[config.mk]
export PLATFORM = sky130hd
export DESIGN_NAME = msrv32_target_adder_pipe_flat
export DESIGN_NICKNAME = d
export VERILOG_FILES = /design/src/rtl/msrv32_target_adder_pipe_pkg.sv /design/src/rtl/msrv32_target_adder_pipe_if.sv /design/src/rtl/msrv32_target_adder_pipe_stage_ctrl.sv /design/src/rtl/msrv32_target_adder_pipe.sv /design/src/flat_wrapper.sv
export SDC_FILE = /design/constraint.sdc
export NUM_CORES = 1
export LEC_CHECK = 0
export CAP_MARGIN = 20
export CORE_ASPECT_RATIO = 0.9
export CORE_MARGIN = 1
export CORE_UTILIZATION = 53
export DETAILED_ROUTE_END_ITERATION = 8
export PLACE_DENSITY_LB_ADDON = 0.15
export SYNTH_ARGS = -nofsm -noshare
export SYNTH_HDL_FRONTEND = slang
export SYNTH_SLANG_ARGS = --single-unit
[constraint.sdc]
create_clock -name ms_riscv32_mp_clk_in -period 4.71 [get_ports ms_riscv32_mp_clk_in]
set_clock_uncertainty 0.05 [all_clocks]
set_input_delay 0.942 -clock ms_riscv32_mp_clk_in [delete_from_list [all_inputs] [get_ports ms_riscv32_mp_clk_in]]
set_output_delay 0.942 -clock ms_riscv32_mp_clk_in [all_outputs]
set_load 0.01 [all_outputs]
[src/rtl/msrv32_target_adder_pipe_pkg.sv]
// Shared msrv32 constants: default width, instruction-alignment masks and
// the operand-select encoding of the target-address adder.
package msrv32_pkg;

    localparam int MSRV32_XLEN = 32;

    // Result bits that must be zero for a legal instruction address
    localparam logic [1:0] IALIGN32_MASK = 2'b10;
    localparam logic [1:0] IALIGN16_MASK = 2'b00;

    // Operand select for the adder's first input
    localparam logic IADDER_SRC_PC  = 1'b0;
    localparam logic IADDER_SRC_RS1 = 1'b1;

    // True when any alignment-checked bit of the address is set
    function automatic logic addr_misaligned(input logic [1:0] low_bits,
                                             input logic [1:0] mask);
        return |(low_bits & mask);
    endfunction

endpackage

[src/rtl/msrv32_target_adder_pipe_if.sv]
// Valid/ready stream bundle of the pipelined target-address adder.
// The slave side is the adder; the master side is its surroundings
// (decode on the input half, PC-mux/LSU on the output half).
interface msrv32_target_adder_pipe_if
    import msrv32_pkg::*;
#(
    parameter int XLEN = MSRV32_XLEN
);
    logic            valid_in;
    logic            ready_out;
    logic            iadder_src_in;
    logic            jalr_in;
    logic [XLEN-1:0] pc_in;
    logic [XLEN-1:0] rs_1_in;
    logic [XLEN-1:0] imm_in;
    logic            flush_in;
    logic            valid_out;
    logic            ready_in;
    logic [XLEN-1:0] iadder_out;
    logic            misaligned_out;

    modport master (
        output valid_in, iadder_src_in, jalr_in, pc_in, rs_1_in, imm_in,
               flush_in, ready_in,
        input  ready_out, valid_out, iadder_out, misaligned_out
    );

    modport slave (
        input  valid_in, iadder_src_in, jalr_in, pc_in, rs_1_in, imm_in,
               flush_in, ready_in,
        output ready_out, valid_out, iadder_out, misaligned_out
    );
endinterface

[src/rtl/msrv32_target_adder_pipe_stage_ctrl.sv]
// Per-stage occupancy bit and load enable. A stage may load when it is
// empty or its downstream neighbour takes its current content this cycle.
module msrv32_pipe_stage_ctrl (
    input  logic clk,
    input  logic rst,
    input  logic flush,
    input  logic up_vld,
    input  logic dn_rdy,
    output logic vld,
    output logic ld
);
    logic can_load;

    assign can_load = !vld || dn_rdy;
    assign ld       = can_load && up_vld;

    // Occupancy: flush wins, otherwise follow the upstream offer on load
    always_ff @(posedge clk or posedge rst) begin
        if (rst)
            vld <= 1'b0;
        else if (flush)
            vld <= 1'b0;
        else if (can_load)
            vld <= up_vld;
    end
endmodule

[src/rtl/msrv32_target_adder_pipe.sv]
// Pipelined target-address adder: (src ? rs_1 : pc) + imm over a
// valid/ready stream, with JALR bit-0 clear and misalignment flag.
// STAGES=2 splits the carry chain at XLEN/2.
module msrv32_target_adder_pipe
    import msrv32_pkg::*;
#(
    parameter int         XLEN        = MSRV32_XLEN,
    parameter int         STAGES      = 2,
    parameter logic [1:0] IALIGN_MASK = IALIGN32_MASK
) (
    input  logic                          ms_riscv32_mp_clk_in,
    input  logic                          ms_riscv32_mp_rst_in,
    msrv32_target_adder_pipe_if.slave     bus
);
    logic [STAGES-1:0] vld;
    logic [STAGES-1:0] ld;
    logic [STAGES:0]   can_load;
    logic [XLEN-1:0]   op_a;
    logic [XLEN-1:0]   result;

    // Stage k can load unless it and every stage after it are full
    // while the sink stalls; written flat to avoid a combinational chain.
    assign can_load[STAGES] = bus.ready_in;
    for (genvar k = 0; k < STAGES; k++) begin : g_ctrl
        assign can_load[k] = bus.ready_in || !(&vld[STAGES-1:k]);

        msrv32_pipe_stage_ctrl u_ctrl (
            .clk    (ms_riscv32_mp_clk_in),
            .rst    (ms_riscv32_mp_rst_in),
            .flush  (bus.flush_in),
            .up_vld ((k == 0) ? bus.valid_in : vld[(k == 0) ? 0 : k-1]),
            .dn_rdy (can_load[k+1]),
            .vld    (vld[k]),
            .ld     (ld[k])
        );
    end

    assign op_a = (bus.iadder_src_in == IADDER_SRC_RS1) ? bus.rs_1_in : bus.pc_in;

    if (STAGES == 1) begin : g_one
        logic [XLEN-1:0] full_sum;
        logic [XLEN-1:0] sum_p0;

        assign full_sum = op_a + bus.imm_in;

        // Stage 0: full sum with JALR bit-0 clear
        always_ff @(posedge ms_riscv32_mp_clk_in or posedge ms_riscv32_mp_rst_in) begin
            if (ms_riscv32_mp_rst_in)
                sum_p0 <= '0;
            else if (ld[0])
                sum_p0 <= {full_sum[XLEN-1:1], full_sum[0] & ~bus.jalr_in};
        end

        assign result = sum_p0;
    end else begin : g_two
        localparam int HALF = XLEN / 2;

        logic [HALF:0]   lo_sum;
        logic [HALF-1:0] hi_sum;
        logic [HALF-1:0] lo_p0;
        logic [HALF-1:0] a_hi_p0;
        logic [HALF-1:0] b_hi_p0;
        logic            cy_p0;
        logic            jalr_p0;
        logic [XLEN-1:0] sum_p1;

        assign lo_sum = {1'b0, op_a[HALF-1:0]} + {1'b0, bus.imm_in[HALF-1:0]};

        // Stage 0: low half sum, its carry-out and the untouched high halves
        always_ff @(posedge ms_riscv32_mp_clk_in or posedge ms_riscv32_mp_rst_in) begin
            if (ms_riscv32_mp_rst_in) begin
                lo_p0   <= '0;
                cy_p0   <= 1'b0;
                a_hi_p0 <= '0;
                b_hi_p0 <= '0;
                jalr_p0 <= 1'b0;
            end else if (ld[0]) begin
                lo_p0   <= lo_sum[HALF-1:0];
                cy_p0   <= lo_sum[HALF];
                a_hi_p0 <= op_a[XLEN-1:HALF];
                b_hi_p0 <= bus.imm_in[XLEN-1:HALF];
                jalr_p0 <= bus.jalr_in;
            end
        end

        assign hi_sum = a_hi_p0 + b_hi_p0 + {{(HALF-1){1'b0}}, cy_p0};

        // Stage 1: high half with carry-in, JALR clears bit 0
        always_ff @(posedge ms_riscv32_mp_clk_in or posedge ms_riscv32_mp_rst_in) begin
            if (ms_riscv32_mp_rst_in)
                sum_p1 <= '0;
            else if (ld[STAGES-1])
                sum_p1 <= {hi_sum, lo_p0[HALF-1:1], lo_p0[0] & ~jalr_p0};
        end

        assign result = sum_p1;
    end

    assign bus.ready_out      = can_load[0];
    assign bus.valid_out      = vld[STAGES-1];
    assign bus.iadder_out     = result;
    assign bus.misaligned_out = addr_misaligned(result[1:0], IALIGN_MASK);
endmodule

[src/flat_wrapper.sv]
// flat-port wrapper written by rule: the top's interface ports become plain ports
module msrv32_target_adder_pipe_flat import msrv32_pkg::*;
#(
    parameter int         XLEN        = MSRV32_XLEN,
    parameter int         STAGES      = 2,
    parameter logic [1:0] IALIGN_MASK = IALIGN32_MASK
)
  (ms_riscv32_mp_clk_in, ms_riscv32_mp_rst_in, bus_valid_in, bus_iadder_src_in, bus_jalr_in, bus_pc_in, bus_rs_1_in, bus_imm_in, bus_flush_in, bus_ready_in, bus_ready_out, bus_valid_out, bus_iadder_out, bus_misaligned_out);
  msrv32_target_adder_pipe_if #(.XLEN(XLEN)) bus_i ();
  input  logic ms_riscv32_mp_clk_in;
  input  logic ms_riscv32_mp_rst_in;
  input wire logic [$bits(bus_i.valid_in)-1:0] bus_valid_in;
  input wire logic [$bits(bus_i.iadder_src_in)-1:0] bus_iadder_src_in;
  input wire logic [$bits(bus_i.jalr_in)-1:0] bus_jalr_in;
  input wire logic [$bits(bus_i.pc_in)-1:0] bus_pc_in;
  input wire logic [$bits(bus_i.rs_1_in)-1:0] bus_rs_1_in;
  input wire logic [$bits(bus_i.imm_in)-1:0] bus_imm_in;
  input wire logic [$bits(bus_i.flush_in)-1:0] bus_flush_in;
  input wire logic [$bits(bus_i.ready_in)-1:0] bus_ready_in;
  output wire logic [$bits(bus_i.ready_out)-1:0] bus_ready_out;
  output wire logic [$bits(bus_i.valid_out)-1:0] bus_valid_out;
  output wire logic [$bits(bus_i.iadder_out)-1:0] bus_iadder_out;
  output wire logic [$bits(bus_i.misaligned_out)-1:0] bus_misaligned_out;
  assign bus_i.valid_in = bus_valid_in;
  assign bus_i.iadder_src_in = bus_iadder_src_in;
  assign bus_i.jalr_in = bus_jalr_in;
  assign bus_i.pc_in = bus_pc_in;
  assign bus_i.rs_1_in = bus_rs_1_in;
  assign bus_i.imm_in = bus_imm_in;
  assign bus_i.flush_in = bus_flush_in;
  assign bus_i.ready_in = bus_ready_in;
  assign bus_ready_out = bus_i.ready_out;
  assign bus_valid_out = bus_i.valid_out;
  assign bus_iadder_out = bus_i.iadder_out;
  assign bus_misaligned_out = bus_i.misaligned_out;
  msrv32_target_adder_pipe #(.XLEN(XLEN), .STAGES(STAGES), .IALIGN_MASK(IALIGN_MASK)) u_core (.ms_riscv32_mp_clk_in(ms_riscv32_mp_clk_in), .ms_riscv32_mp_rst_in(ms_riscv32_mp_rst_in), .bus(bus_i));
endmodule
After elaboration in Yosys (flattened, before gate mapping)
Index checks and enable logic that the tools add are counted.
{"block": "classes", "add_sub_neg": 3, "mux": 5, "n_bitwise": 2, "reduce_logical": 11}
{"operator": "32-bit two-way mux", "count": 1}
{"operator": "16-bit by 16-bit adder with 17-bit output", "count": 1}
{"operator": "16-bit by 1-bit adder with 16-bit output", "count": 1}
{"operator": "16-bit adder", "count": 1}
{"operator": "1-bit two-way mux", "count": 4}
{"operator": "2-bit nonzero test", "count": 2}
{"operator": "1-bit logical NOT", "count": 3}
{"operator": "1-bit logical OR", "count": 3}
{"operator": "1-bit logical AND", "count": 2}
{"operator": "2-bit AND reduction", "count": 1}
{"operator": "1-bit AND", "count": 1}
{"operator": "1-bit inverter", "count": 1}
{"block": "word_totals", "register_bits": 84, "in_bits": 103, "output_inout_bits": 35, "wordCells": 29}

Longest topological paths before layout
Gate-level depths: netlist (run 1).
{"block": "depth", "ltp_word": 5, "ltp_mapped": 11, "ltp_nobuf": 9}

By module
Synthesis (run 1) repeated with hierarchy kept, for this count alone.
{"block": "hier_totals", "cells_unflattened": 471, "hier_area_um2": 4968.5}
{"mod": "msrv32_target_adder_pipe", "instances": 1, "cells_each": 459, "area_each_um2": 4840.9, "seq_area_each_um2": 2052.0}
{"mod": "msrv32_pipe_stage_ctrl", "instances": 2, "cells_each": 6, "area_each_um2": 63.8, "seq_area_each_um2": 25.0}

Worst setup path before layout (run 1)
No wires, ideal clock.
{"block": "synth_path", "path_type": "input port to flip-flop", "from": "input port bus_iadder_src_in", "to": "register u_core.g_two.lo_p0[15]", "setup_ns": 0.090, "arrival_ns": 3.588, "t_required_ns": 4.570, "slack_ns": 0.982, "path_stages": 11, "n_path_buf": 3, "path_cell_list": "clkbuf_1 > clkbuf_1 > mux2_2 > ha_1 > buf_2 > a21oi_1 > o21ai_1 > a2111oi_0 > a21oi_1 > or4_1 > o2111ai_1"}
{"block": "synth_via", "elab_chain_cells": 2}
{"element": "start, declared", "line": "flat_wrapper.sv:13", "rtl": "input wire logic [$bits(bus_i.iadder_src_in)-1:0] bus_iadder_src_in;"}
{"element": "32-bit two-way mux", "line": "msrv32_target_adder_pipe.sv:38", "rtl": "assign op_a = (bus.iadder_src_in == IADDER_SRC_RS1) ? bus.rs_1_in : bus.pc_in;"}
{"element": "16-bit by 16-bit adder with 17-bit output", "line": "msrv32_target_adder_pipe.sv:67", "rtl": "assign lo_sum = {1'b0, op_a[HALF-1:0]} + {1'b0, bus.imm_in[HALF-1:0]};"}
{"element": "end signal, assigned", "line": "msrv32_target_adder_pipe.sv:78", "rtl": "lo_p0 <= lo_sum[HALF-1:0];"}
{"element": "end, declared", "line": "msrv32_target_adder_pipe.sv:60", "rtl": "logic [HALF-1:0] lo_p0;"}
No other way between the ends.
A chain may end at the register's enable or synchronous reset.

Worst setup path after layout (run 1)
{"block": "layout_path", "from": "input port bus_pc_in[0]", "to": "register u_core.g_two.lo_p0[12]"}
{"block": "layout_via", "elab_chain_cells": 2}
{"element": "start, declared", "line": "flat_wrapper.sv:15", "rtl": "input wire logic [$bits(bus_i.pc_in)-1:0] bus_pc_in;"}
{"element": "32-bit two-way mux", "line": "msrv32_target_adder_pipe.sv:38"}
{"element": "16-bit by 16-bit adder with 17-bit output", "line": "msrv32_target_adder_pipe.sv:67"}
No other way between the ends.

==> flow_metrics.env, run 1 <==
export IMPL_synth_warnings=0
export IMPL_clkPwrFrac=0.237
export IMPL_cp_cell_sequence="clkdlybuf4s50_1, mux2_2, ha_1, fa_1, a21oi_2, o21ai_2, a2111oi_1, o41a_1, xor2_1, o21ai_0"
export IMPL_cp_slowest_cell="a2111oi_1"
export IMPL_finalCritPeriodShare=0.7265
export IMPL_fin_crit_ps=3422
export IMPL_synth_fp_nets=706
export IMPL_path_buf_inv=1
export IMPL_synthTopCellsByCount="162 x nand2_1, 84 x dfrtp_1, 42 x o21ai_0"
export IMPL_drive_gt1_frac=0.06429
export IMPL_ys_seq_area_frac=0.4223
export IMPL_antenna_left=0
export IMPL_rsz0062_at_grt="no"
export IMPL_r2r_end="u_core.bus.iadder_out[31]"
export IMPL_powerDensity_mw_per_mm2=344.1
export IMPL_hold_path_endpoint="u_core.g_two.jalr_p0"
export IMPL_cts_sinks=84
export IMPL_setup_tns_ps=0
export IMPL_netlist_area_leader_share=0.4223
export IMPL_drt_wl_total_um=12150
export IMPL_grt_usage=0.2617
export IMPL_synth_distinct_cells=55
export IMPL_grt_pass1_vias=4249
export IMPL_run_status="finished, final reports clean"
export IMPL_vias_per_cell=5.417
export IMPL_path_max_fanout=2
export IMPL_p_switching_mw=0.7464
export IMPL_min_path_type="flop to flop"
export IMPL_seqPwrFrac=0.412
export IMPL_die_w_um=104.2
export IMPL_finalSetupViolCount=0
export IMPL_worstPathArrival_ps=3580
export IMPL_max_freq_ghz=0.2922
export IMPL_insertion_delay_ps=350
export IMPL_fin_nets=831
export IMPL_dr_first_iter_drc_count=207
export IMPL_cp_end_kind="flop"
export IMPL_dieArea_sq_mm=0.009783
export IMPL_p_int_mw=1.537
export IMPL_async_flop_share=1.000
export IMPL_synthToLayoutAreaGrowth_pct=33.31
export IMPL_synth_flop_cell="dfrtp_1"
export IMPL_drc_errors=0
export IMPL_reg2reg_slack_ps=1870
export IMPL_slowest_delay_ps=530
export IMPL_r2r_start="u_core.g_two.cy_p0"
export IMPL_cts_resized=0
export IMPL_worst_setup_path_start_kind="input pin"
export IMPL_synthTopCellsByArea="dfrtp_1 42%, nand2_1 12%, ha_1 7.5%"
export IMPL_htree_levels=3
export IMPL_cts_setup_buffers=0
export IMPL_avgSynthCellArea_sq_um=8.732
export IMPL_clkSlewWorstSetupHoldPaths_ps=90
export IMPL_path_delay_family="compound AO/OA/AOI/OAI gates"
export IMPL_p_comb_frac=0.351
export IMPL_antenna_found_initial=0
export IMPL_num_rows=33
export IMPL_wl_per_cell_um=14.78
export IMPL_place_inst=806
export IMPL_swShare=0.3269
export IMPL_drt_first_pass_iters=4
export IMPL_via_count=4453
export IMPL_synth_cells=570
export IMPL_hpwlAfterDp_um=9291
export IMPL_cts_root_buf="clkbuf_8"
export IMPL_worst_pin_slew_ps=1013
export IMPL_diodes=0
export IMPL_ios=138
export IMPL_hold_path_startpoint="u_core.g_two.jalr_p0"
export IMPL_grt_max_degree=53
export IMPL_hold_violations=0
export IMPL_fin_cells=822
export IMPL_required_ps=4860
export IMPL_num_fill_cells=703
export IMPL_gp_congestion=0.8774
export IMPL_yosys_cell_count_top_type="nand2_1"
export IMPL_initial_utilization=0.5455
export IMPL_relSlewSlack=0.3219
export IMPL_synth_area_leader_cell="dfrtp_1"
export IMPL_synth_edf_count=0
export IMPL_netlist_area_sq_mm=0.004977
export IMPL_die_y_um=93.94
export IMPL_clock_tree_buffer_depth=2
export IMPL_cts_tree="built"
export IMPL_drv_cap=0
export IMPL_vdd_ir_drop_max_mv=0.1906
export IMPL_portBuffers=137
export IMPL_grt_pass1_wl_um=20190
export IMPL_holdBufCountCts=0
export IMPL_ys_ff_latch=84
export IMPL_maxSlewViolCount=0
export IMPL_grt_overflow_total=0
export IMPL_core_sq_mm=0.009125
export IMPL_setup_worst_path_class="input pin to flop"
export IMPL_cts_made_buffers=9
export IMPL_p_leak_nw=3.009
export IMPL_reg2reg_depth=7
export IMPL_holdPathStages=2
-- per-stage QoR --
| step | util | cell area, sq um | total power, mW | hold slack [ps] | worst slack (ps) |
|---|---|---|---|---|---|
| final | 0.7271 | 6635 | 2.283 | 421.7 | 1288 |
| after global routing | 0.7271 | 6635 | 2.427 | 443.6 | 1135 |
| after CTS | 0.7271 | 6635 | 2.299 | 423.8 | 1339 |
| after detailed placement | 0.7042 | 6426 | 1.754 | 401.5 | 956.4 |
| after global placement | 0.7042 | 6426 | 1.726 | 399.3 | 1020 |
| after floorplan | - | 4977 | 1.391 | 386.9 | 982.2 |
-- worst max-delay path by stage --
stage / startpoint / end / cells past startpoint
3_3_place_gp: bus_rs_1_in[0] / u_core.g_two.lo_p0[12] / 10
3_5_place_dp: bus_pc_in[0] / u_core.g_two.lo_p0[12] / 10
2_1_floorplan: bus_iadder_src_in / u_core.g_two.lo_p0[15] / 11
6_report: bus_pc_in[0] / u_core.g_two.lo_p0[12] / 10
4_1_cts: bus_pc_in[0] / u_core.g_two.lo_p0[12] / 10
5_1_grt: bus_pc_in[0] / u_core.g_two.lo_p0[12] / 10
-- layout by cell type (no fill, tap or decap), drive strengths merged, types with 7 or more instances in the layout --
| cell | Yosys | routed |
|---|---|---|
| a21oi | 28 | 28 |
| clkbuf | 20 | 10 |
| clkdlybuf4s50 | 0 | 136 |
| dfrtp | 84 | 84 |
| ha | 30 | 30 |
| inv | 17 | 18 |
| mux2 | 16 | 16 |
| mux2i | 18 | 18 |
| nand2 | 162 | 162 |
| nand2b | 7 | 7 |
| nand3 | 8 | 8 |
| nor2 | 28 | 28 |
| o21ai | 47 | 47 |
| o21bai | 8 | 8 |
| xnor2 | 12 | 12 |
-- registers in the layout, summed over array words and instances, names as in the netlist --
name	cells
u_core.bus.iadder_out	32
u_core.g_two.cy_p0	1
u_core.g_ctrl.u_ctrl.vld	2
u_core.g_two.a_hi_p0	16
u_core.g_two.jalr_p0	1
u_core.g_two.lo_p0	16
u_core.g_two.b_hi_p0	16
-- cells by family after synthesis --
| kind of cell | synth area share |
|---|---|
| AND/OR/NAND/NOR | 0.2006 |
| flip-flops | 0.4223 |
| adder cells (fa/ha/maj) | 0.08748 |
| AO/OA/AOI/OAI | 0.1544 |
| buffers and inverters | 0.03469 |
| multiplexers | 0.07240 |
| XOR/XNOR | 0.02815 |
-- routing by layer --
layer | share of wire | GRT usage | up-vias | wire length [um]
met4 | 0.014 | 0.06548 | 0 | 176
li1 | - | - | 2227 | -
met1 | 0.46 | 0.3519 | 2066 | 5553
met3 | 0.054 | 0.05132 | 16 | 653
met2 | 0.47 | 0.4367 | 144 | 5765
met5 | 0 | 0 | - | 0
-- final cells by class --
cell class | count | area, sq um | share of cell area
clock buffers | 10 | 137.6 | 0.02074
clock inverters | 6 | 71.32 | 0.01075
inverters | 17 | 65.06 | 0.009806
multi-input cells | 442 | 2710 | 0.4084
flip-flops and latches | 84 | 2102 | 0.3168
well taps | 122 | 152.6 | 0.02301
repair buffers | 141 | 1396 | 0.2104
-- power groups by stage --
stage	Combinational, mW	Clock, mW	Sequential (mW)
6_report	0.802	0.542	0.940
5_1_grt	0.889	0.579	0.959
4_1_cts	0.804	0.555	0.940
3_5_place_dp	0.800	0	0.954
3_3_place_gp	0.777	0	0.949
2_1_floorplan	0.415	0	0.976
-- worst min-delay path: cells and delay by family (launching register included) --
kind | cells | cell delay [ps]
DFF | 1 | 340
and+or+nand+nor | 2 | 100
Power figures use the tool's default switching activity.
==> run 2, diff against run 1 <==
CORE_UTILIZATION = 44   (was 53)
clock period = 2.98 ns   (was 4.71 ns; I/O delays follow)
==> flow_metrics.env, run 2 (same netlist as run 1, synthesis figures left out) <==
export IMPL_run_status="finished, final reports clean"
export IMPL_p_switching_mw=1.227
export IMPL_hpwlAfterDp_um=10330
export IMPL_cp_cell_sequence="clkdlybuf4s50_1, mux2_2, ha_1, fa_1, a21oi_2, o21ai_2, a2111oi_2, o41a_1, xor2_1, o21ai_0"
export IMPL_grt_usage=0.2344
export IMPL_dieArea_sq_mm=0.01174
export IMPL_antenna_found_initial=0
export IMPL_final_cell_mix="161 x nand2_1, 136 x clkdlybuf4s50_1, 84 x dfrtp_1, 46 x buf_4, 42 x o21ai_0"
export IMPL_wl_met2_um=5963
export IMPL_portBuffers=137
export IMPL_min_path_type="flop to flop"
export IMPL_grt_overflow_total=0
export IMPL_p_comb_frac=0.334
export IMPL_holdBufCountCts=0
export IMPL_fin_crit_ps=2847
export IMPL_ios=138
export IMPL_holdPathStages=2
export IMPL_cts_tree="built"
export IMPL_wirelength_met1_um=6167
export IMPL_p_leak_nw=3.280
export IMPL_reg2reg_slack_ps=320
export IMPL_required_ps=3130
export IMPL_insertion_delay_ps=330
export IMPL_fin_nets=874
export IMPL_place_inst=879
export IMPL_num_rows=36
export IMPL_finalCritPeriodShare=0.9554
export IMPL_relSlewSlack=0.5769
export IMPL_cp_depth=10
export IMPL_vdd_ir_drop_max_mv=0.2469
export IMPL_antenna_left=0
export IMPL_powerDensity_mw_per_mm2=575.6
export IMPL_cp_end_kind="flop"
export IMPL_clock_tree_buffer_depth=2
export IMPL_clkSlewWorstSetupHoldPaths_ps=60
export IMPL_die_w_um=114.1
export IMPL_worst_pin_slew_ps=631.7
export IMPL_drive_gt1_frac=0.1211
export IMPL_hold_slack_ps=421.1
export IMPL_seqPwrFrac=0.363
export IMPL_cts_root_buf="clkbuf_16"
export IMPL_setup_worst_path_class="input pin to flop"
export IMPL_die_y_um=102.9
export IMPL_drt_first_pass_iters=4
export IMPL_hold_path_startpoint="u_core.g_two.jalr_p0"
export IMPL_drt_wl_total_um=13170
export IMPL_path_delay_family="compound AO/OA/AOI/OAI gates"
export IMPL_dr_first_iter_drc_count=173
export IMPL_clkPwrFrac=0.304
export IMPL_synthToLayoutAreaGrowth_pct=43.82
export IMPL_drv_cap=0
export IMPL_initial_utilization=0.4566
export IMPL_cts_made_buffers=9
export IMPL_slowest_delay_ps=410
export IMPL_vias_per_cell=5.225
export IMPL_setup_tns_ps=0
export IMPL_cts_resized=0
export IMPL_p_total_mw=4.120
export IMPL_finalSetupViolCount=0
export IMPL_max_freq_ghz=0.3512
export IMPL_drc_errors=0
export IMPL_largest_reg_flops=32
export IMPL_p_int_mw=2.893
export IMPL_maxUsedRoutingLayer="met4"
export IMPL_final_common_cell="nand2_1"
export IMPL_reg2reg_depth=9
export IMPL_core_sq_mm=0.01090
export IMPL_gp_congestion=0.8940
export IMPL_grt_pass1_vias=4557
export IMPL_r2r_start="u_core.g_two.cy_p0"
export IMPL_path_max_fanout=2
export IMPL_cts_setup_buffers=0
export IMPL_worst_setup_path_start_kind="input pin"
export IMPL_path_buf_inv=1
export IMPL_maxSlewViolCount=0
export IMPL_hold_violations=0
export IMPL_wl_met3_um=774
export IMPL_grt_pass1_wl_um=21690
export IMPL_cp_slowest_cell="fa_1"
export IMPL_htree_levels=3
export IMPL_wl_per_cell_um=14.71
export IMPL_swShare=0.2979
export IMPL_r2r_end="u_core.bus.iadder_out[28]"
export IMPL_cts_sinks=84
export IMPL_diodes=0
export IMPL_rsz0062_at_grt="no"
export IMPL_fin_cells=895
export IMPL_worstPathArrival_ps=3000
export IMPL_via_count=4676
export IMPL_hold_path_endpoint="u_core.g_two.jalr_p0"
export IMPL_grt_max_degree=35
run 2: layer usage:
layer,track usage,vias to the layer above
met1,0.3283,2177
li1,-,2302
met5,0,-
met2,0.3725,174
met4,0.07493,0
met3,0.04056,23
run 2: cell type report:
cell class	count	area, sq um
Clock inverter	3	67.56
Timing Repair Buffer	184	1732
Inverter	17	65.06
Clock buffer	13	270.3
Multi-Input combinational cell	442	2731
Sequential cell	84	2102
Tap cell	152	190.2
Fill cell	928	3742
run 2: power groups by stage:
stage / logic, mW / registers (mW) / clock network, mW
after CTS: 1.38 / 1.50 / 1.27
after global routing: 1.52 / 1.52 / 1.32
after floorplan: 0.667 / 1.54 / 0
final: 1.38 / 1.49 / 1.25
after detailed placement: 1.37 / 1.51 / 0
after global placement: 1.33 / 1.50 / 0
run 2: worst max path at each step:
stage / slack, ps / to / start
after floorplan: 10 / u_core.g_two.cy_p0 / bus_iadder_src_in
after global placement: -140 / u_core.g_two.lo_p0[12] / bus_rs_1_in[0]
after detailed placement: -210 / u_core.g_two.lo_p0[12] / bus_rs_1_in[0]
after CTS: 140 / u_core.g_two.lo_p0[12] / bus_rs_1_in[0]
after global routing: 7 / u_core.g_two.lo_p0[12] / bus_rs_1_in[0]
final: 130 / u_core.g_two.lo_p0[12] / bus_rs_1_in[0]
run 2: tightest hold or removal path, stage by stage, from the launching register on:
cell     delay, ps
dfrtp_1        330
nand2_1         50
nand2_1         50
run 2: stage by stage:
step | setup slack [ps] | instance area [sq um] | utilization
after detailed placement | -208.4 | 6820 | 0.6257
after global routing | 7.450 | 7158 | 0.6567
after CTS | 142.6 | 7158 | 0.6567
after global placement | -144.3 | 6820 | 0.6257
final | 133.0 | 7158 | 0.6567
after floorplan | 11.29 | 5031 | -
==> run 3, diff against run 2 <==
CORE_UTILIZATION = 49   (was 44)
REMOVE_ABC_BUFFERS = 1   (was unset)
clock period = 3.09 ns   (was 2.98 ns; I/O delays follow)
==> flow_metrics.env, run 3 (same netlist as run 1, synthesis figures left out) <==
export IMPL_run_status="finished, final reports clean"
export IMPL_maxUsedRoutingLayer="met4"
export IMPL_worst_slack_ps=73.45
export IMPL_cts_root_buf="clkbuf_16"
export IMPL_cts_sinks=84
export IMPL_clkPwrFrac=0.284
export IMPL_finalCritPeriodShare=0.9762
export IMPL_fin_crit_ps=3017
export IMPL_max_freq_ghz=0.3315
export IMPL_cp_end_kind="flop"
export IMPL_antenna_found_initial=0
export IMPL_place_inst=849
export IMPL_ios=138
export IMPL_fin_nets=870
export IMPL_seqPwrFrac=0.375
export IMPL_initial_utilization=0.5087
export IMPL_worstPathArrival_ps=3220
export IMPL_hold_path_startpoint="u_core.g_two.lo_p0[5]"
export IMPL_swShare=0.3023
export IMPL_maxSlewViolCount=0
export IMPL_powerDensity_mw_per_mm2=540.3
export IMPL_grt_max_degree=84
export IMPL_fin_cells=864
export IMPL_core_sq_mm=0.009784
export IMPL_wl_per_cell_um=14.76
export IMPL_portBuffers=137
export IMPL_worst_setup_path_start_kind="input pin"
export IMPL_die_y_um=97.62
export IMPL_clock_tree_buffer_depth=2
export IMPL_reg2reg_slack_ps=290
export IMPL_relSlewSlack=0.5269
export IMPL_dr_first_iter_drc_count=185
export IMPL_cts_setup_buffers=0
export IMPL_htree_levels=3
export IMPL_hpwlAfterDp_um=9735
export IMPL_diodes=0
export IMPL_drive_gt1_frac=0.1179
export IMPL_wl_met2_um=6810
export IMPL_wirelength_met1_um=5187
export IMPL_slowest_delay_ps=500
export IMPL_drt_wl_total_um=12750
export IMPL_clkSlewWorstSetupHoldPaths_ps=60
export IMPL_setup_worst_path_class="input pin to flop"
export IMPL_cp_slowest_cell="or4b_1"
export IMPL_hold_violations=0
export IMPL_final_seq_area_sq_mm=0.002102
export IMPL_worst_pin_slew_ps=709.6
export IMPL_drt_first_pass_iters=5
export IMPL_cp_cell_sequence="clkdlybuf4s50_1, mux2_2, ha_1, a21oi_2, o21ai_2, a2111oi_2, buf_4, o41a_1, or4b_1, a21oi_2"
export IMPL_reg2reg_depth=7
export IMPL_multiInputGateArea_sq_mm=0.002724
export IMPL_p_int_mw=2.663
export IMPL_r2r_start="u_core.g_two.cy_p0"
export IMPL_min_path_type="flop to flop"
export IMPL_path_buf_inv=2
export IMPL_largest_reg_flops=32
export IMPL_vdd_ir_drop_max_mv=0.3576
export IMPL_insertion_delay_ps=330
export IMPL_grt_pass1_wl_um=21460
export IMPL_cts_tree="built"
export IMPL_hold_path_endpoint="u_core.bus.iadder_out[5]"
export IMPL_grt_overflow_total=0
export IMPL_wl_met3_um=555
export IMPL_vias_per_cell=5.382
export IMPL_synthToLayoutAreaGrowth_pct=41.93
export IMPL_finalSetupViolCount=0
export IMPL_grt_pass1_vias=4799
export IMPL_final_cell_mix="161 x nand2_1, 136 x clkdlybuf4s50_1, 84 x dfrtp_1, 42 x o21ai_0, 41 x buf_4"
export IMPL_drv_cap=0
export IMPL_num_rows=34
export IMPL_antenna_left=0
export IMPL_pre_cts_ws_ps=-306.4
export IMPL_path_max_fanout=2
export IMPL_p_leak_nw=3.255
export IMPL_holdPathStages=2
export IMPL_p_comb_frac=0.341
export IMPL_grt_usage=0.2565
export IMPL_dieArea_sq_mm=0.01057
export IMPL_p_switching_mw=1.154
export IMPL_required_ps=3300
export IMPL_num_fill_cells=767
export IMPL_r2r_end="u_core.bus.iadder_out[31]"
export IMPL_die_w_um=108.2
export IMPL_cts_made_buffers=9
export IMPL_path_delay_family="compound AO/OA/AOI/OAI gates"
export IMPL_final_common_cell="nand2_1"
export IMPL_drc_errors=0
export IMPL_cp_common_cell="a21oi_2"
export IMPL_gp_congestion=0.9202
export IMPL_via_count=4650
-- run 3: worst max-delay path by stage --
stage,startpoint,to,slack [ps],depth (start not counted)
2_1_floorplan,bus_ready_in,u_core.g_two.cy_p0,90,6
3_3_place_gp,bus_rs_1_in[0],u_core.g_two.lo_p0[12],-180,11
3_5_place_dp,bus_rs_1_in[0],u_core.g_two.lo_p0[12],-310,11
4_1_cts,bus_rs_1_in[0],u_core.g_two.lo_p0[12],40,11
5_1_grt,bus_rs_1_in[0],u_core.g_two.cy_p0,-30,11
6_report,bus_rs_1_in[2],u_core.g_two.cy_p0,70,10
-- run 3: layer usage --
layer | track usage | up-vias
met5 | 0 | -
li1 | - | 2295
met3 | 0.04963 | 19
met2 | 0.4757 | 137
met1 | 0.2890 | 2199
met4 | 0.08325 | 0
-- run 3: area by class of cell --
type / count / share of cell area
timing repair buffer: 180 / 0.2426
clock buffer: 11 / 0.03578
sequential: 84 / 0.2976
inverter: 17 / 0.009210
tap: 126 / 0.02232
multi-input combinational: 442 / 0.3856
clock inverter: 4 / 0.006908
-- run 3: worst reg2reg max path, stage by stage, from the launching register on --
cell     delay, ps
dfrtp_1        400
fa_1           460
a21oi_1        240
o21ai_0        160
nor4_1         460
o21ai_1        310
or4_1          580
nand3_1         90
-- run 3: power groups by stage --
stage,clock network [mW],registers [mW],logic (mW)
floorplan,0,1.49,0.611
global placement,0,1.44,1.25
detailed placement,0,1.45,1.29
CTS,1.11,1.43,1.30
global route,1.15,1.46,1.44
finish,1.08,1.43,1.30
-- run 3: timing repair --
item	4_1_cts	5_1_grt
hold buffers	0	0
endpoints found under the hold margin	0	0
resized for setup	0	4
endpoints found under the setup margin	0	2
-- run 3: per-stage QoR --
step                      setup TNS (ps)  cell area [sq um]  hold WS, ps  utilization  total power, mW
after floorplan                        0               4868        386.9            -            2.100
after global placement            -437.4               6749        397.9       0.6898            2.688
after detailed placement          -796.7               6749        404.1       0.6898            2.744
after CTS                              0               7051        417.8       0.7206            3.843
after global routing              -33.63               7064        421.3       0.7220            4.046
final                                  0               7064        415.9       0.7220            3.817
